## config.mk

```make
export PLATFORM = sky130hd
export DESIGN_NAME = keypad_scan_flat
export DESIGN_NICKNAME = d
export VERILOG_FILES = /design/src/rtl/kp_pkg.sv /design/src/rtl/kp_if.sv /design/src/rtl/kp_scan_tick.sv /design/src/rtl/keypad_scan.sv /design/src/flat_wrapper.sv
export SDC_FILE = /design/constraint.sdc
export NUM_CORES = 1
export LEC_CHECK = 0
export ABC_AREA = 0
export BUFFER_PORTS_ARGS = -buffer_cell sky130_fd_sc_hd__buf_2
export CAP_MARGIN = 20
export CORE_MARGIN = 8
export CORE_UTILIZATION = 33
export DETAILED_ROUTE_END_ITERATION = 6
export MAX_ROUTING_LAYER = met4
export PLACE_DENSITY = 0.53
export SLEW_MARGIN = 30
export SYNTH_ARGS = -nofsm -noshare
export SYNTH_HDL_FRONTEND = slang
export SYNTH_SLANG_ARGS = --single-unit
```

## constraint.sdc

```tcl
create_clock -name clk -period 14.5 [get_ports clk]
set_input_delay 1.45 -clock clk [delete_from_list [all_inputs] [get_ports clk]]
set_output_delay 1.45 -clock clk [all_outputs]
set_load 0.05 [all_outputs]
```

## src/rtl/kp_pkg.sv

```systemverilog
// Shared types for the scanned 4x4 keypad reader.
// Holds FSM/frame encodings and the frame classifier.
package kp_pkg;

  localparam int NUM_COL = 4;
  localparam int NUM_ROW = 4;
  localparam int KEY_W   = 4;
  localparam int NUM_KEY = NUM_COL * NUM_ROW;

  typedef enum logic [1:0] {
    IDLE,
    DB_PRESS,
    PRESSED,
    DB_RELEASE
  } kp_state_t;

  typedef enum logic [1:0] {
    NONE,
    SINGLE,
    MULTI
  } frame_cls_t;

  typedef struct packed {
    frame_cls_t       cls;
    logic [KEY_W-1:0] key;
  } frame_t;

  function automatic frame_t classify(
    input logic [NUM_KEY-1:0] snap
  );
    frame_t f;
    int     n;
    n     = 0;
    f.key = '0;
    for (int i = NUM_KEY - 1; i >= 0; i--) begin
      if (snap[i]) begin
        n++;
        f.key = KEY_W'(i);
      end
    end
    if (n == 0)      f.cls = NONE;
    else if (n == 1) f.cls = SINGLE;
    else             f.cls = MULTI;
    return f;
  endfunction

endpackage

```

## src/rtl/kp_if.sv

```systemverilog
// Keypad matrix and key-event bundle.
// master drives columns and events; slave drives rows.
interface kp_if;
  import kp_pkg::*;

  logic [NUM_COL-1:0] o_col;
  logic [NUM_ROW-1:0] i_row;
  logic [KEY_W-1:0]   o_key_code;
  logic               o_key_valid;
  logic               o_key_held;
  logic               o_key_release;

  modport master (
    output o_col,
    output o_key_code,
    output o_key_valid,
    output o_key_held,
    output o_key_release,
    input  i_row
  );

  modport slave (
    input  o_col,
    input  o_key_code,
    input  o_key_valid,
    input  o_key_held,
    input  o_key_release,
    output i_row
  );

endinterface

```

## src/rtl/kp_scan_tick.sv

```systemverilog
// Column scanner: divider, column rotation, row sync and
// the per-frame pressed-key snapshot.
module kp_scan_tick
  import kp_pkg::*;
#(
  parameter int SCAN_DIV = 5000
) (
  input  logic               clk,
  input  logic               rst_n,
  input  logic [NUM_ROW-1:0] row,
  output logic [NUM_COL-1:0] col,
  output logic [NUM_KEY-1:0] snap,
  output logic               frame_end
);

  logic [31:0]        div;
  logic [1:0]         col_idx;
  logic [NUM_ROW-1:0] row_s1;
  logic [NUM_ROW-1:0] row_s2;
  logic [NUM_KEY-1:0] snap_q;
  logic               tc;

  assign tc        = div == 32'(SCAN_DIV - 1);
  assign frame_end = tc && (col_idx == 2'd3);

  // Merge the current column on tc so the frame end sees all 16 bits.
  always_comb begin
    snap = snap_q;
    if (tc) snap[{col_idx, 2'b00} +: NUM_ROW] = ~row_s2;
  end

  always_ff @(posedge clk or negedge rst_n) begin
    if (!rst_n) begin
      div     <= '0;
      col_idx <= '0;
      col     <= 4'b1110;
      row_s1  <= '1;
      row_s2  <= '1;
      snap_q  <= '0;
    end else begin
      row_s1 <= row;
      row_s2 <= row_s1;
      if (tc) begin
        div     <= '0;
        col_idx <= col_idx + 2'd1;
        col     <= {col[NUM_COL-2:0], col[NUM_COL-1]};
        snap_q  <= snap;
      end else begin
        div <= div + 32'd1;
      end
    end
  end

endmodule

```

## src/rtl/keypad_scan.sv

```systemverilog
// 4x4 keypad reader: frame classifier and press/release
// debounce FSM on top of the column scanner.
module keypad_scan
  import kp_pkg::*;
#(
  parameter int SCAN_DIV        = 5000,
  parameter int DEBOUNCE_FRAMES = 20
) (
  input logic clk,
  input logic rst_n,
  kp_if.master kp
);

  localparam logic ONE_SHOT = DEBOUNCE_FRAMES == 1;

  logic [NUM_COL-1:0] col;
  logic [NUM_KEY-1:0] snap;
  logic               frame_end;

  kp_scan_tick #(
    .SCAN_DIV(SCAN_DIV)
  ) u_tick (
    .clk      (clk),
    .rst_n    (rst_n),
    .row      (kp.i_row),
    .col      (col),
    .snap     (snap),
    .frame_end(frame_end)
  );

  kp_state_t        state_q, state_d;
  logic [KEY_W-1:0] cand_q, cand_d;
  logic [7:0]       cnt_q, cnt_d;
  logic [KEY_W-1:0] code_q, code_d;
  logic             valid_q, valid_d;
  logic             held_q, held_d;
  logic             rel_q, rel_d;
  frame_t           fr;
  logic [8:0]       cnt_inc;
  logic             hit;

  assign fr      = classify(snap);
  assign cnt_inc = {1'b0, cnt_q} + 9'd1;
  assign hit     = cnt_inc == 9'(DEBOUNCE_FRAMES);

  always_comb begin
    state_d = state_q;
    cand_d  = cand_q;
    cnt_d   = cnt_q;
    code_d  = code_q;
    valid_d = 1'b0;
    held_d  = held_q;
    rel_d   = 1'b0;
    if (frame_end) begin
      unique case (state_q)
        IDLE: begin
          if (fr.cls == SINGLE) begin
            state_d = DB_PRESS;
            cand_d  = fr.key;
            cnt_d   = 8'd1;
            if (ONE_SHOT) begin
              state_d = PRESSED;
              code_d  = fr.key;
              valid_d = 1'b1;
              held_d  = 1'b1;
            end
          end
        end
        DB_PRESS: begin
          if (fr.cls == SINGLE && fr.key == cand_q) begin
            cnt_d = cnt_inc[7:0];
            if (hit) begin
              state_d = PRESSED;
              code_d  = cand_q;
              valid_d = 1'b1;
              held_d  = 1'b1;
            end
          end else if (fr.cls == SINGLE) begin
            cand_d = fr.key;
            cnt_d  = 8'd1;
          end else begin
            state_d = IDLE;
            cnt_d   = '0;
          end
        end
        PRESSED: begin
          if (fr.cls == NONE) begin
            state_d = DB_RELEASE;
            cnt_d   = 8'd1;
            if (ONE_SHOT) begin
              state_d = IDLE;
              rel_d   = 1'b1;
              held_d  = 1'b0;
            end
          end
        end
        DB_RELEASE: begin
          if (fr.cls == NONE) begin
            cnt_d = cnt_inc[7:0];
            if (hit) begin
              state_d = IDLE;
              rel_d   = 1'b1;
              held_d  = 1'b0;
            end
          end else begin
            state_d = PRESSED;
          end
        end
        default: state_d = IDLE;
      endcase
    end
  end

  always_ff @(posedge clk or negedge rst_n) begin
    if (!rst_n) begin
      state_q <= IDLE;
      cand_q  <= '0;
      cnt_q   <= '0;
      code_q  <= '0;
      valid_q <= 1'b0;
      held_q  <= 1'b0;
      rel_q   <= 1'b0;
    end else begin
      state_q <= state_d;
      cand_q  <= cand_d;
      cnt_q   <= cnt_d;
      code_q  <= code_d;
      valid_q <= valid_d;
      held_q  <= held_d;
      rel_q   <= rel_d;
    end
  end

  assign kp.o_col         = col;
  assign kp.o_key_code    = code_q;
  assign kp.o_key_valid   = valid_q;
  assign kp.o_key_held    = held_q;
  assign kp.o_key_release = rel_q;

endmodule

```

## src/flat_wrapper.sv

```systemverilog
// flat-port wrapper written by rule: the top's interface ports become plain ports
module keypad_scan_flat import kp_pkg::*;
#(
  parameter int SCAN_DIV        = 5000,
  parameter int DEBOUNCE_FRAMES = 20
)
  (clk, rst_n, kp_o_col, kp_o_key_code, kp_o_key_valid, kp_o_key_held, kp_o_key_release, kp_i_row);
  kp_if kp_i ();
  input logic clk;
  input logic rst_n;
  output wire logic [$bits(kp_i.o_col)-1:0] kp_o_col;
  output wire logic [$bits(kp_i.o_key_code)-1:0] kp_o_key_code;
  output wire logic [$bits(kp_i.o_key_valid)-1:0] kp_o_key_valid;
  output wire logic [$bits(kp_i.o_key_held)-1:0] kp_o_key_held;
  output wire logic [$bits(kp_i.o_key_release)-1:0] kp_o_key_release;
  input wire logic [$bits(kp_i.i_row)-1:0] kp_i_row;
  assign kp_o_col = kp_i.o_col;
  assign kp_o_key_code = kp_i.o_key_code;
  assign kp_o_key_valid = kp_i.o_key_valid;
  assign kp_o_key_held = kp_i.o_key_held;
  assign kp_o_key_release = kp_i.o_key_release;
  assign kp_i.i_row = kp_i_row;
  keypad_scan #(.SCAN_DIV(SCAN_DIV), .DEBOUNCE_FRAMES(DEBOUNCE_FRAMES)) u_core (.clk(clk), .rst_n(rst_n), .kp(kp_i));
endmodule
```

Yosys cells after proc, flatten, opt, wreduce, memory -nomap -nowiden. Cells that the tools add are included. W data, S select, Z words.

Bits in registers: 83. Input bits: 6. Output and inout bits: 11. Word-level logic and storage cells: 132.

$add $sub $neg: 19. Eq/ne operators: 19. Shift operators: 2. Muxes and demuxes: 66. Bitwise logic cells: 1. Reduce and logical (&&, ||, !) cells: 12.

Operator list (count): $mux W32 (16); $add A32 B2 Y32 const B (14); $mux W4 (18); $add A32 B1 Y32 const B (1); $eq A32 B13 Y1 const B (1); $eq A32 B2 Y1 const B (1); $logic_not A32 Y1 (1); $mux W8 (4); $pmux W8 S4 (1); $mux W2 (9); $bwmux W16 (1); $mux W16 (1); $shift A4 B6 Y16 const A (1); $shiftx A4 B6 Y16 (1); $mux W1 (13); $ne A2 B1 Y1 const B (6); $reduce_and A6 Y1 (2); $add A8 B1 Y9 const B (1); $eq A9 B5 Y1 const B (1); $pmux W2 S4 (1); $pmux W4 S2 (1); $reduce_and A4 Y1 (2); $eq A2 B2 Y1 const B (3); $ne A3 B2 Y1 const B (2); other kinds (13) (17).

Longest topological paths before layout. Gate-level depths: netlist (run 1).

Depth in word-level cells: 43. Gate-level depth with buffers: 62. Depth with buffers taken out: 59.

Modules after synthesis. From an unflattened synthesis (run 1), not the netlist that was laid out.

Cells, all modules: 699. Area total of the unflattened synthesis: 6697.7 um2.

By module, submodules not included: keypad_scan (times used 1, cells an instance 445, area each 3602.2 um2, seq. area each 525.5 um2); kp_scan_tick (times used 1, cells an instance 254, area each 3095.5 um2, seq. area each 1565.3 um2).

Worst setup path after synthesis (run 1). OpenSTA, ideal clock, no wires.

Kind: register to register. Start point: register u_core.u_tick.div[0]. End point: register u_core.cand_q[1]. Setup time: 0.128 ns. Arrival time: 10.825 ns. Required time: 14.372 ns. Path slack: 3.547 ns. Cell stages (with the launch flop): 61. Path buffers: 2. Path through: dfrtp_1 ha_1 and4b_1 and4_1 buf_2 nand3_1 buf_4 o31ai_1 inv_1 ha_1 and2_1 a221oi_2 inv_1 ha_1 a21o_1 o31ai_2 inv_2 ha_1 [25 not listed] nand2_1 o221ai_1 ha_1 mux2_2 ha_1 mux2i_1 inv_1 ha_1 nand2_1 o21ai_0 ha_1 nand3_1 nor3_1 o21ai_0 o2111ai_1 nor3_4 nand2_1 mux2_1.

Word-level cells in the longest chain between the ends: 40.

RTL lines: start: declaration (RTL line kp_scan_tick.sv:16) `logic [31:0] div;`; start signal: assignment (RTL line kp_scan_tick.sv:49) `div <= div + 32'd1;`; $eq A32 B13 Y1 * (RTL line kp_scan_tick.sv:23) `assign tc = div == 32'(SCAN_DIV - 1);`; $mux W16 (RTL line kp_scan_tick.sv:29) `if (tc) snap[{col_idx, 2'b00} +: NUM_ROW] = ~row_s2;`; $mux W1 (RTL line kp_pkg.sv:36) `if (snap[i]) begin`; $add A1 B1 Y2 (RTL line kp_pkg.sv:37) `n++;`; $mux W32 (RTL line kp_pkg.sv:36); $add A32 B2 Y32 (RTL line kp_pkg.sv:37); $mux W32 (RTL line kp_pkg.sv:36); $add A32 B2 Y32 (RTL line kp_pkg.sv:37); [24 not listed]; $mux W32 (RTL line kp_pkg.sv:36); $eq A32 B2 Y1 (RTL line kp_pkg.sv:42) `else if (n == 1) f.cls = SINGLE;`; $mux W2 (RTL line kp_pkg.sv:42); $mux W2 (RTL line kp_pkg.sv:41) `if (n == 0) f.cls = NONE;`; $eq A2 B1 Y1 (RTL line keypad_scan.sv:57, keypad_scan.sv:70, keypad_scan.sv:78); $mux W4 / $logic_and A1 B1 Y1 (equally long branches) (RTL line keypad_scan.sv:57, keypad_scan.sv:78, keypad_scan.sv:70); $mux W4 / $ne A2 B2 Y1 (equally long branches); $pmux W4 S2 / $reduce_and A3 Y1 (equally long branches); end signal: assignment (RTL line keypad_scan.sv:125) `cand_q <= cand_d;`; end: declaration (RTL line keypad_scan.sv:32) `logic [KEY_W-1:0] cand_q, cand_d;`.

Every way passes the cells marked *; elsewhere a longest branch is shown, timed or not. The select of a mux whose other input is x is not followed. A chain may end at the register's enable or synchronous reset.

Worst setup path in the final report (run 1). Same ends and word-level chain as after synthesis.

==> results of run 1 <==
## worst register-to-register path: cells and delay by family (launching register included)
family | cells | cell delay, ns
fa+ha+maj | 15 | 4.39
buf+inv | 6 | 0.55
mux | 3 | 0.87
simple gates | 16 | 3.12
compound gates | 18 | 3.50
flops | 1 | 0.42
## where the power goes
part           internal, mW  switching [mW]
Combinational       0.00125         0.00489
Sequential            0.234         0.00165
Clock                 0.156          0.0900
Total                 0.391          0.0966
## through the flow
stage | total power [mW] | setup WS, ns | hold slack (ns) | util
finish | 0.487 | 1.51 | 0.355 | 0.370
global route | 0.506 | 0.425 | 0.362 | 0.370
CTS | 0.496 | 1.55 | 0.356 | 0.370
detailed placement | 0.246 | 1.59 | 0.347 | 0.353
global placement | 0.246 | 2.15 | 0.346 | 0.353
floorplan | 0.240 | 3.55 | 0.345 | -
## cell usage after synthesis, drive strengths merged, types with 7 or more instances
library cell  number
dfrtp             72
nor2              61
xnor2             55
nand2             52
inv               37
nand3             33
nor3              27
ha                22
xor2              21
a21oi             20
nand4             19
and2              18
mux2i             17
mux2              16
and3              14
clkbuf            14
o21ai             12
o31ai             12
dfstp             11
and4              10
a21o               7
nand2b             7
o211a              7
## layout by cell type, fill, tap and decap left out, types with 5 or more instances in the layout
master	count
dfrtp_1	72
nor2_1	61
nand2_1	52
xnor2_1	50
nand3_1	33
inv_1	32
nor3_1	22
ha_1	22
a21oi_1	20
nand4_1	18
xor2_1	18
and2_1	17
mux2i_1	17
buf_2	15
and3_1	14
o21ai_0	11
dfstp_2	11
and4_1	10
mux2_2	10
o31ai_1	9
clkbuf_16	9
nand2b_1	7
a21o_1	7
o211a_1	7
nor4_1	6
nor2b_1	6
mux2_1	6
inv_2	5
nor3b_1	5
o2bb2ai_1	5
## per-layer routing
layer	wire length [um]	GRT usage
met5	0	-
met4	227	0.0364
met3	494	0.0210
met2	6470	0.198
met1	6900	0.163
## cell families (layout without fill, tap and decap cells)
family	count (synthesis)	in the layout	share of synthesized area
simple gates	278	278	0.242
compound gates	109	109	0.133
xor+xnor	86	86	0.156
flops	83	83	0.333
buf+inv	58	73	0.0360
mux	33	33	0.0557
fa+ha+maj	22	22	0.0438
## final cells by class
type | count | area, um2
fillers | 1880 | 11800
clock inverters | 6 | 87.6
flip-flops and latches | 83 | 2090
well taps | 234 | 293
repair buffers | 18 | 97.6
multi-input cells | 528 | 3970
inverters | 39 | 146
clock buffers | 10 | 239
## state kept, by name (all words and copies together), names as in the netlist, 2 cells and up
register,count
u_core.u_tick.row_s2,4
u_core.u_tick.row_s1,4
u_core.u_tick.div,32
u_core.u_tick.col_idx,2
u_core.cnt_q,8
u_core.kp.o_key_code,4
u_core.state_q,2
u_core.u_tick.col,4
u_core.cand_q,4
u_core.u_tick.snap_q,16
## how the worst min path moves through the flow
| stage | from | endpoint | slack (ns) |
|---|---|---|---|
| floorplan | u_core.u_tick.row_s1[0] | u_core.u_tick.row_s2[0] | 0.35 |
| global placement | u_core.u_tick.row_s1[3] | u_core.u_tick.row_s2[3] | 0.35 |
| detailed placement | u_core.u_tick.row_s1[3] | u_core.u_tick.row_s2[3] | 0.35 |
| CTS | u_core.u_tick.row_s1[3] | u_core.u_tick.row_s2[3] | 0.36 |
| global route | u_core.u_tick.row_s1[2] | u_core.u_tick.row_s2[2] | 0.36 |
| finish | u_core.u_tick.row_s1[3] | u_core.u_tick.row_s2[3] | 0.35 |
==> flow_metrics.env, run 1 <==
export IMPL_clock_sinks=83
export IMPL_cts_hold_buffers=0
export IMPL_critPathKind="reg -> reg"
export IMPL_r2r_setup_slack_ns=1.51
export IMPL_clock_path_buffers=2
export IMPL_max_stage_delay_ns=0.52
export IMPL_hold_viol_final=0
export IMPL_ant_nets=0
export IMPL_cts_resized=0
export IMPL_async_flop_share=1.00
export IMPL_setup_worst_path_start="u_core.u_tick.div[0]"
export IMPL_fin_crit_ns=12.99
export IMPL_holdPathStages=0
export IMPL_synth_cells=669
export IMPL_synth_top_flop_cell="dfrtp_1"
export IMPL_tns_ns=0
export IMPL_finalMaxSlewViolations=0
export IMPL_dp_hpwl_um=11000
export IMPL_drc=0
export IMPL_syn_avg_cell_area_um2=9.40
export IMPL_syn2layout_area_growth_pct=10.1
export IMPL_grt_usage=0.126
export IMPL_via_per_inst=5.29
export IMPL_htree_num_levels=3
export IMPL_ys_ff_latch=83
export IMPL_ys_seq_area_frac=0.333
export IMPL_drive_above_1_share=0.136
export IMPL_r2r_start="u_core.u_tick.div[0]"
export IMPL_endpoint_kind="register"
export IMPL_status="finished clean"
export IMPL_setup_viol_count_final=0
export IMPL_cts_setup_buffers=0
export IMPL_drt_iter0_drc=244
export IMPL_synth_distinct_cells=85
export IMPL_gp_congestion=0.897
export IMPL_worst_path_buf_inv=6
export IMPL_cts_made_buffers=9
export IMPL_grt_max_degree=55
export IMPL_syn_num_nets=697
export IMPL_crit_path_max_fanout=15
export IMPL_io_pins=17
export IMPL_start_util=0.336
export IMPL_firstDrtPassIters=6
export IMPL_num_rows=50
export IMPL_reg2reg_to="u_core.cand_q[1]"
export IMPL_hp_class="reg -> reg"
export IMPL_cpMaxStageDelayCell="nor3_4"
export IMPL_worst_skew_pair_late_latency_ns=0.33
export IMPL_antenna_found_initial=0
export IMPL_clk_pin_slew_ns=0.06
export IMPL_cpMostUsedCell="ha_1"
export IMPL_overflow=0
export IMPL_vdd_drop_max_mv=0.0479
export IMPL_crit_path_end="u_core.cand_q[1]"
export IMPL_rsz0062_at_grt="false"
export IMPL_cp_depth=58
export IMPL_fp_dieH_um=154
export IMPL_yosysWarnings=0
export IMPL_portBuffers=16
export IMPL_tritoncts="done"
export IMPL_skew_ns=0.00620
export IMPL_final_area_um2=6920
export IMPL_worst_pin_slew_ns=0.839
export IMPL_yosysTopAreaCellShare=0.287
export IMPL_drt_wirelength_per_cell_um=15.4
export IMPL_max_cap_violations=0
export IMPL_yosys_area_top_type="dfrtp_1"
export IMPL_dp_cells=902
export IMPL_clock_fmax_mhz=77.0
export IMPL_relSlewSlack=0.439
export IMPL_synth_edf_count=0
export IMPL_synth_area_leaders="dfrtp_1, xnor2_1, dfstp_2"
export IMPL_wl_um=14100
export IMPL_cp_required_ns=14.72
export IMPL_grt_pass1_vias=4922
export IMPL_grt_pass1_wl_um=24300
export IMPL_die_w_um=154
export IMPL_synth_area_um2=6290
export IMPL_num_antenna_cells=0
export IMPL_placed_area_um2=6600
export IMPL_worstRegToRegCells=58
export IMPL_startpoint_type="register"
export IMPL_layoutNonFillerInstCount=918
export IMPL_clockRootBuffer="clkbuf_16"
export IMPL_worstPathArrival_ns=13.21
export IMPL_power_leakage_nw=3.32
export IMPL_cp_top_family="adder cells"
export IMPL_num_nets_final=707
export IMPL_dieArea_um2=23700
export IMPL_core_um2=18700
export IMPL_vias=4854
export IMPL_period_share=0.896
export IMPL_p_per_area_nw_per_um2=70.4
Note: power is estimated with default switching activity, not from simulation.
==> run 2: changes to the inputs <==
--- a/config.mk
+++ b/config.mk
@@ -8,11 +8,13 @@
 export ABC_AREA = 0
 export BUFFER_PORTS_ARGS = -buffer_cell sky130_fd_sc_hd__buf_2
 export CAP_MARGIN = 20
+export CELL_PAD_IN_SITES_DETAIL_PLACEMENT = 1
+export CELL_PAD_IN_SITES_GLOBAL_PLACEMENT = 1
 export CORE_MARGIN = 8
 export CORE_UTILIZATION = 33
 export DETAILED_ROUTE_END_ITERATION = 6
 export MAX_ROUTING_LAYER = met4
-export PLACE_DENSITY = 0.53
+export PLACE_DENSITY = 0.62
 export SLEW_MARGIN = 30
 export SYNTH_ARGS = -nofsm -noshare
 export SYNTH_HDL_FRONTEND = slang
==> run 2 against run 1 <==
Combinational power is 3.6% higher. Maximum frequency is 1.9% lower. Design area is 0.40% lower. Register-to-register slack worse by 0.26 ns. Worst setup slack worse by 0.26 ns. Routed wire length is 13% higher. Via count is 2.8% higher. Die area stayed put. Non-clock buffer count is 1 lower.
==> flow_metrics.env, run 2 (synthesis gave the netlist of run 1 again) <==
export IMPL_fp_dieH_um=154
export IMPL_endpoint_kind="register"
export IMPL_status="finished clean"
export IMPL_clk_pin_slew_ns=0.07
export IMPL_firstDrtPassIters=4
export IMPL_worst_skew_pair_late_latency_ns=0.35
export IMPL_final_cell_mix="dfrtp_1, nor2_1, nand2_1"
export IMPL_dieArea_um2=23700
export IMPL_hold_viol_final=0
export IMPL_core_um2=18700
export IMPL_cts_resized=0
export IMPL_setup_worst_path_start="u_core.u_tick.div[24]"
export IMPL_grt_max_degree=44
export IMPL_grt_pass1_vias=5443
export IMPL_largestRegisters="u_core.u_tick.div (32), u_core.u_tick.snap_q (16), u_core.cnt_q (8)"
export IMPL_rsz0062_at_grt="false"
export IMPL_io_pins=17
export IMPL_htree_num_levels=3
export IMPL_fin_crit_ns=13.25
export IMPL_die_w_um=154
export IMPL_reg2reg_to="u_core.cand_q[2]"
export IMPL_max_cap_violations=0
export IMPL_crit_path_max_fanout=15
export IMPL_cts_made_buffers=9
export IMPL_via_per_inst=5.44
export IMPL_startpoint_type="register"
export IMPL_cp_required_ns=14.72
export IMPL_worst_pin_slew_ns=0.785
export IMPL_period_share=0.914
export IMPL_cts_hold_buffers=0
export IMPL_drt_iter0_drc=117
export IMPL_drt_wirelength_per_cell_um=17.4
export IMPL_grt_usage=0.145
export IMPL_worstRegToRegCells=56
export IMPL_clock_sinks=83
export IMPL_setup_viol_count_final=0
export IMPL_clock_path_buffers=2
export IMPL_start_util=0.336
export IMPL_tritoncts="done"
export IMPL_worstPathArrival_ns=13.47
export IMPL_crit_path_end="u_core.cand_q[2]"
export IMPL_wl_um=15900
export IMPL_clock_fmax_mhz=75.5
export IMPL_drc=0
export IMPL_r2r_setup_slack_ns=1.25
export IMPL_tns_ns=0
export IMPL_vdd_drop_max_mv=0.0527
export IMPL_dp_hpwl_um=12400
export IMPL_holdPathStages=0
export IMPL_skew_ns=0.0114
export IMPL_r2r_start="u_core.u_tick.div[24]"
export IMPL_max_stage_delay_ns=0.52
export IMPL_final_core_util=0.369
export IMPL_power_leakage_nw=3.30
export IMPL_critPathKind="reg -> reg"
export IMPL_regMostFlops="u_core.u_tick.div"
export IMPL_gp_congestion=0.872
export IMPL_nFillCells=2138
export IMPL_finalMaxSlewViolations=0
export IMPL_clockRootBuffer="clkbuf_16"
export IMPL_relSlewSlack=0.476
export IMPL_syn2layout_area_growth_pct=9.69
export IMPL_num_rows=50
export IMPL_num_nets_final=706
export IMPL_largest_reg_flops=32
export IMPL_antenna_found_initial=0
export IMPL_vias=4990
export IMPL_hp_class="reg -> reg"
export IMPL_cpMostUsedCell="ha_1"
export IMPL_overflow=0
export IMPL_drive_above_1_share=0.135
export IMPL_ant_nets=0
export IMPL_num_antenna_cells=0
export IMPL_final_common_cell="dfrtp_1"
export IMPL_cts_setup_buffers=0
export IMPL_cpMaxStageDelayCell="nand3_1"
export IMPL_grt_pass1_wl_um=27700
export IMPL_p_per_area_nw_per_um2=69.5
export IMPL_portBuffers=16
-- run 2: cell count changes in the layout (fill, tap and decap cells not counted) --
cell	delta
clkinv_4	+1
buf_4	-1
bufinv_16	-1
nor2_1	-1
clkbuf_1	+1
clkinv_2	-1
nor2_2	+1
-- run 2: through the flow --
| stage | cell area, um2 | hold slack, ns | worst slack, ns | instances | power (mW) |
|---|---|---|---|---|---|
| after floorplan | 6290 | 0.345 | 3.55 | 669 | 0.240 |
| after global placement | 6590 | 0.346 | 2.03 | 901 | 0.246 |
| after detailed placement | 6590 | 0.347 | 1.35 | 901 | 0.246 |
| after CTS | 6900 | 0.360 | 1.25 | 917 | 0.487 |
| after global routing | 6900 | 0.366 | 0.162 | 917 | 0.496 |
| final | 6900 | 0.359 | 1.25 | 917 | 0.479 |
-- run 2: how the worst min path moves through the flow --
stage,endpoint,slack (ns),start
finish,u_core.u_tick.row_s2[2],0.36,u_core.u_tick.row_s1[2]
global route,u_core.u_tick.row_s2[2],0.37,u_core.u_tick.row_s1[2]
CTS,u_core.u_tick.row_s2[2],0.36,u_core.u_tick.row_s1[2]
detailed placement,u_core.u_tick.row_s2[0],0.35,u_core.u_tick.row_s1[0]
global placement,u_core.u_tick.row_s2[0],0.35,u_core.u_tick.row_s1[0]
floorplan,u_core.u_tick.row_s2[0],0.35,u_core.u_tick.row_s1[0]
-- run 2: report_power, final --
part           switching [mW]  internal (mW)
logic                 0.00511        0.00125
registers             0.00180          0.234
clock network          0.0979          0.139
total                   0.105          0.374
-- run 2: metal layers --
| metal | vias up | share of wire | track usage | routed length (um) |
|---|---|---|---|---|
| li1 | 2415 | - | - | - |
| met1 | 2491 | 0.48 | 0.179 | 7610 |
| met2 | 58 | 0.48 | 0.238 | 7590 |
| met3 | 26 | 0.028 | 0.0263 | 442 |
| met4 | 0 | 0.018 | 0.0411 | 279 |
| met5 | - | 0 | - | 0 |
-- run 2: final cells by class --
type | count | area (um2) | area share
well taps | 234 | 293 | 0.0425
clock inverters | 5 | 61.3 | 0.00889
repair buffers | 17 | 90.1 | 0.0131
multi-input cells | 528 | 3970 | 0.576
clock buffers | 11 | 243 | 0.0352
flip-flops and latches | 83 | 2090 | 0.303
inverters | 39 | 146 | 0.0212
-- run 2: critical path: cells and delay by family, from the launching register on --
family	cells	cell delay (ns)
adder cells (fa/ha/maj)	14	4.13
AO/OA/AOI/OAI	17	3.53
AND/OR/NAND/NOR	15	3.38
multiplexers	3	0.89
buffers and inverters	6	0.59
flip-flops	1	0.41
XOR/XNOR	1	0.18
==> run 3: changes to the inputs <==
--- a/config.mk
+++ b/config.mk
@@ -18,4 +18,5 @@
 export SLEW_MARGIN = 30
 export SYNTH_ARGS = -nofsm -noshare
 export SYNTH_HDL_FRONTEND = slang
+export SYNTH_HIERARCHICAL = 1
 export SYNTH_SLANG_ARGS = --single-unit
==> run 3 against run 2 <==
Combinational power fell by 10%. Highest routed layer unchanged. Sequential share of layout area fell by 2.0 points. Routed wire length rose by 3.7%. Die area rose by 5.9%. Via count rose by 5.5%. Hold slack barely moved. Design area rose by 7.0%. Worst setup slack improved by 0.72 ns. Synthesized cell count rose by 4.5%. Register-to-register slack improved by 0.72 ns.
==> flow_metrics.env, run 3 <==
export IMPL_status="finished clean"
export IMPL_io_pins=17
export IMPL_htree_num_levels=3
export IMPL_holdPathStages=0
export IMPL_r2r_setup_slack_ns=1.97
export IMPL_cp_required_ns=14.70
export IMPL_p_per_area_nw_per_um2=65.7
export IMPL_cts_hold_buffers=0
export IMPL_synth_top_family_by_area="simple AND/OR/NAND/NOR gates"
export IMPL_num_rows=52
export IMPL_ant_nets=0
export IMPL_tns_ns=0
export IMPL_placed_area_um2=7050
export IMPL_synth_compound_area_frac=0.119
export IMPL_hp_class="reg -> reg"
export IMPL_yosys_area_share_adder=0.0446
export IMPL_synth_distinct_cells=93
export IMPL_syn2layout_area_growth_pct=10.1
export IMPL_r2r_start="u_core/u_tick/div[22]"
export IMPL_yosysWarnings=6
export IMPL_start_util=0.333
export IMPL_drt_wirelength_per_cell_um=16.8
export IMPL_wl_met2_um=8340
export IMPL_period_share=0.864
export IMPL_overflow=0
export IMPL_yosys_area_top_type="dfrtp_1"
export IMPL_finalPower_mw=0.485
export IMPL_synthSimpleGateAreaFrac=0.257
export IMPL_grt_pass1_vias=5706
export IMPL_reg2reg_to="u_core/cnt_q[1]"
export IMPL_final_common_cell="dfrtp_1"
export IMPL_setup_viol_count_final=0
export IMPL_critPathKind="reg -> reg"
export IMPL_grt_pass1_wl_um=28500
export IMPL_grt_usage=0.142
export IMPL_synth_cells=699
export IMPL_drt_iter0_drc=173
export IMPL_synth_edf_count=0
export IMPL_clock_fmax_mhz=79.8
export IMPL_yosysTopAreaCellShare=0.269
export IMPL_dp_hpwl_um=12700
export IMPL_syn_num_nets=728
export IMPL_drive_above_1_share=0.169
export IMPL_met3_length_um=292
export IMPL_ys_seq_area_frac=0.312
export IMPL_tritoncts="done"
export IMPL_max_cap_violations=0
export IMPL_top_layer="met4"
export IMPL_clk_pin_slew_ns=0.07
export IMPL_crit_path_max_fanout=8
export IMPL_clock_sinks=83
export IMPL_num_antenna_cells=0
export IMPL_syn_avg_cell_area_um2=9.58
export IMPL_regMostFlops="u_core/u_tick/div"
export IMPL_cpMostUsedCell="ha_1"
export IMPL_cts_setup_buffers=0
export IMPL_finalMaxSlewViolations=0
export IMPL_vdd_drop_max_mv=0.0784
export IMPL_synth_top_flop_cell="dfrtp_1"
export IMPL_core_um2=20100
export IMPL_max_stage_delay_ns=0.62
export IMPL_antenna_found_initial=0
export IMPL_vias=5265
export IMPL_final_cell_mix="dfrtp_1, nor2_1, nand2_1"
export IMPL_holdPathEnd="u_core/u_tick/row_s2[1]"
export IMPL_cpMaxStageDelayCell="nor4_4"
export IMPL_fin_crit_ns=12.53
export IMPL_largestRegisters="u_core/u_tick/div (32), u_core/u_tick/snap_q (16), u_core/cnt_q (8)"
export IMPL_ys_ff_latch=83
export IMPL_clockRootBuffer="clkbuf_16"
export IMPL_clock_path_buffers=2
export IMPL_cts_made_buffers=9
export IMPL_worstRegToRegCells=50
export IMPL_dieArea_um2=25100
export IMPL_final_area_um2=7380
export IMPL_rsz0062_at_grt="false"
export IMPL_relSlewSlack=0.478
export IMPL_fp_dieH_um=158
export IMPL_synth_most_common_cell="dfrtp_1"
export IMPL_endpoint_kind="register"
export IMPL_gp_congestion=0.789
export IMPL_firstDrtPassIters=4
export IMPL_worst_path_buf_inv=2
export IMPL_worstPathArrival_ns=12.73
export IMPL_nFillCells=2267
export IMPL_min_delay_start="u_core/u_tick/row_s1[1]"
export IMPL_muxShareOfSynthArea=0.0934
export IMPL_cts_resized=0
export IMPL_num_nets_final=736
export IMPL_synth_area_um2=6700
export IMPL_worst_pin_slew_ns=0.777
export IMPL_async_flop_share=1.00
export IMPL_grt_max_degree=84
export IMPL_cp_top_family="compound AO/OA/AOI/OAI gates"
export IMPL_power_leakage_nw=3.13
export IMPL_wl_met1_um=7750
export IMPL_skew_ns=0.00756
export IMPL_setup_slack_ns=1.97
export IMPL_via_per_inst=5.36
export IMPL_largest_reg_flops=32
export IMPL_synth_area_leaders="dfrtp_1, xnor2_1, dfstp_2"
export IMPL_die_w_um=158
export IMPL_dpl_worst_slack_ns=1.96
export IMPL_final_core_util=0.367
export IMPL_synth_common_cells="dfrtp_1, nor2_1, nand2_1, xnor2_1, nand3_1"
export IMPL_hold_viol_final=0
export IMPL_drc=0
export IMPL_portBuffers=16
export IMPL_synthXorXnorAreaFrac=0.144
export IMPL_startpoint_type="register"
export IMPL_worst_skew_pair_late_latency_ns=0.34
export IMPL_wl_um=16500
## run 3: final cells by class
class | instances | area (um2) | area share
clock buffer | 10 | 239 | 0.0324
inverter | 28 | 105 | 0.0142
tap | 270 | 338 | 0.0458
sequential | 83 | 2090 | 0.283
multi-input combinational | 567 | 4420 | 0.599
timing repair buffer | 18 | 101 | 0.0137
clock inverter | 6 | 83.8 | 0.0114
## run 3: power breakdown
| group | total (mW) | leakage [nW] | internal, mW | switching [mW] |
|---|---|---|---|---|
| Combinational | 0.00570 | 1.87 | 0.000806 | 0.00489 |
| Sequential | 0.235 | 1.11 | 0.234 | 0.00119 |
| Clock | 0.244 | 0.158 | 0.142 | 0.102 |
## run 3: worst max-delay path by stage
stage | startpoint | to | slack [ns] | cells past startpoint
final | u_core/u_tick/div[22] | u_core/cnt_q[1] | 1.97 | 50
after CTS | u_core/u_tick/div[22] | u_core/cnt_q[1] | 1.89 | 50
after global routing | u_core/u_tick/div[20] | u_core/cnt_q[1] | 0.87 | 51
after floorplan | u_core/u_tick/col_idx[0] | u_core/kp.o_key_held | 3.66 | 52
after detailed placement | u_core/u_tick/col_idx[0] | u_core/cnt_q[1] | 1.96 | 51
after global placement | u_core/u_tick/col_idx[0] | u_core/kp.o_key_held | 2.40 | 52
## run 3: logic make-up after synthesis
kind of cell             Yosys count
AO/OA/AOI/OAI                    111
AND/OR/NAND/NOR                  292
buffers and inverters             49
adder cells (fa/ha/maj)           24
flip-flops                        83
multiplexers                      55
XOR/XNOR                          85
## run 3: layer usage
layer | GRT usage | vias to the layer above
li1 | - | 2558
met1 | 0.174 | 2649
met2 | 0.247 | 44
met3 | 0.0206 | 14
met4 | 0.0278 | 0
met5 | - | -
## run 3: worst reg2reg max path, delay by kind of cell, from the launching register on
family	cells	cell delay [ns]
AOI/OAI and AO/OA	15	3.36
and+or+nand+nor	16	3.22
adders and majority gates	11	3.14
muxes	4	1.36
xor gates and xnor gates	2	0.73
DFF	1	0.42
buffers and inverters	2	0.14
## run 3: per-stage QoR
stage / instances / hold slack, ns
CTS: 982 / 0.361
floorplan: 699 / 0.345
global route: 982 / 0.366
finish: 982 / 0.359
global placement: 966 / 0.354
detailed placement: 966 / 0.351
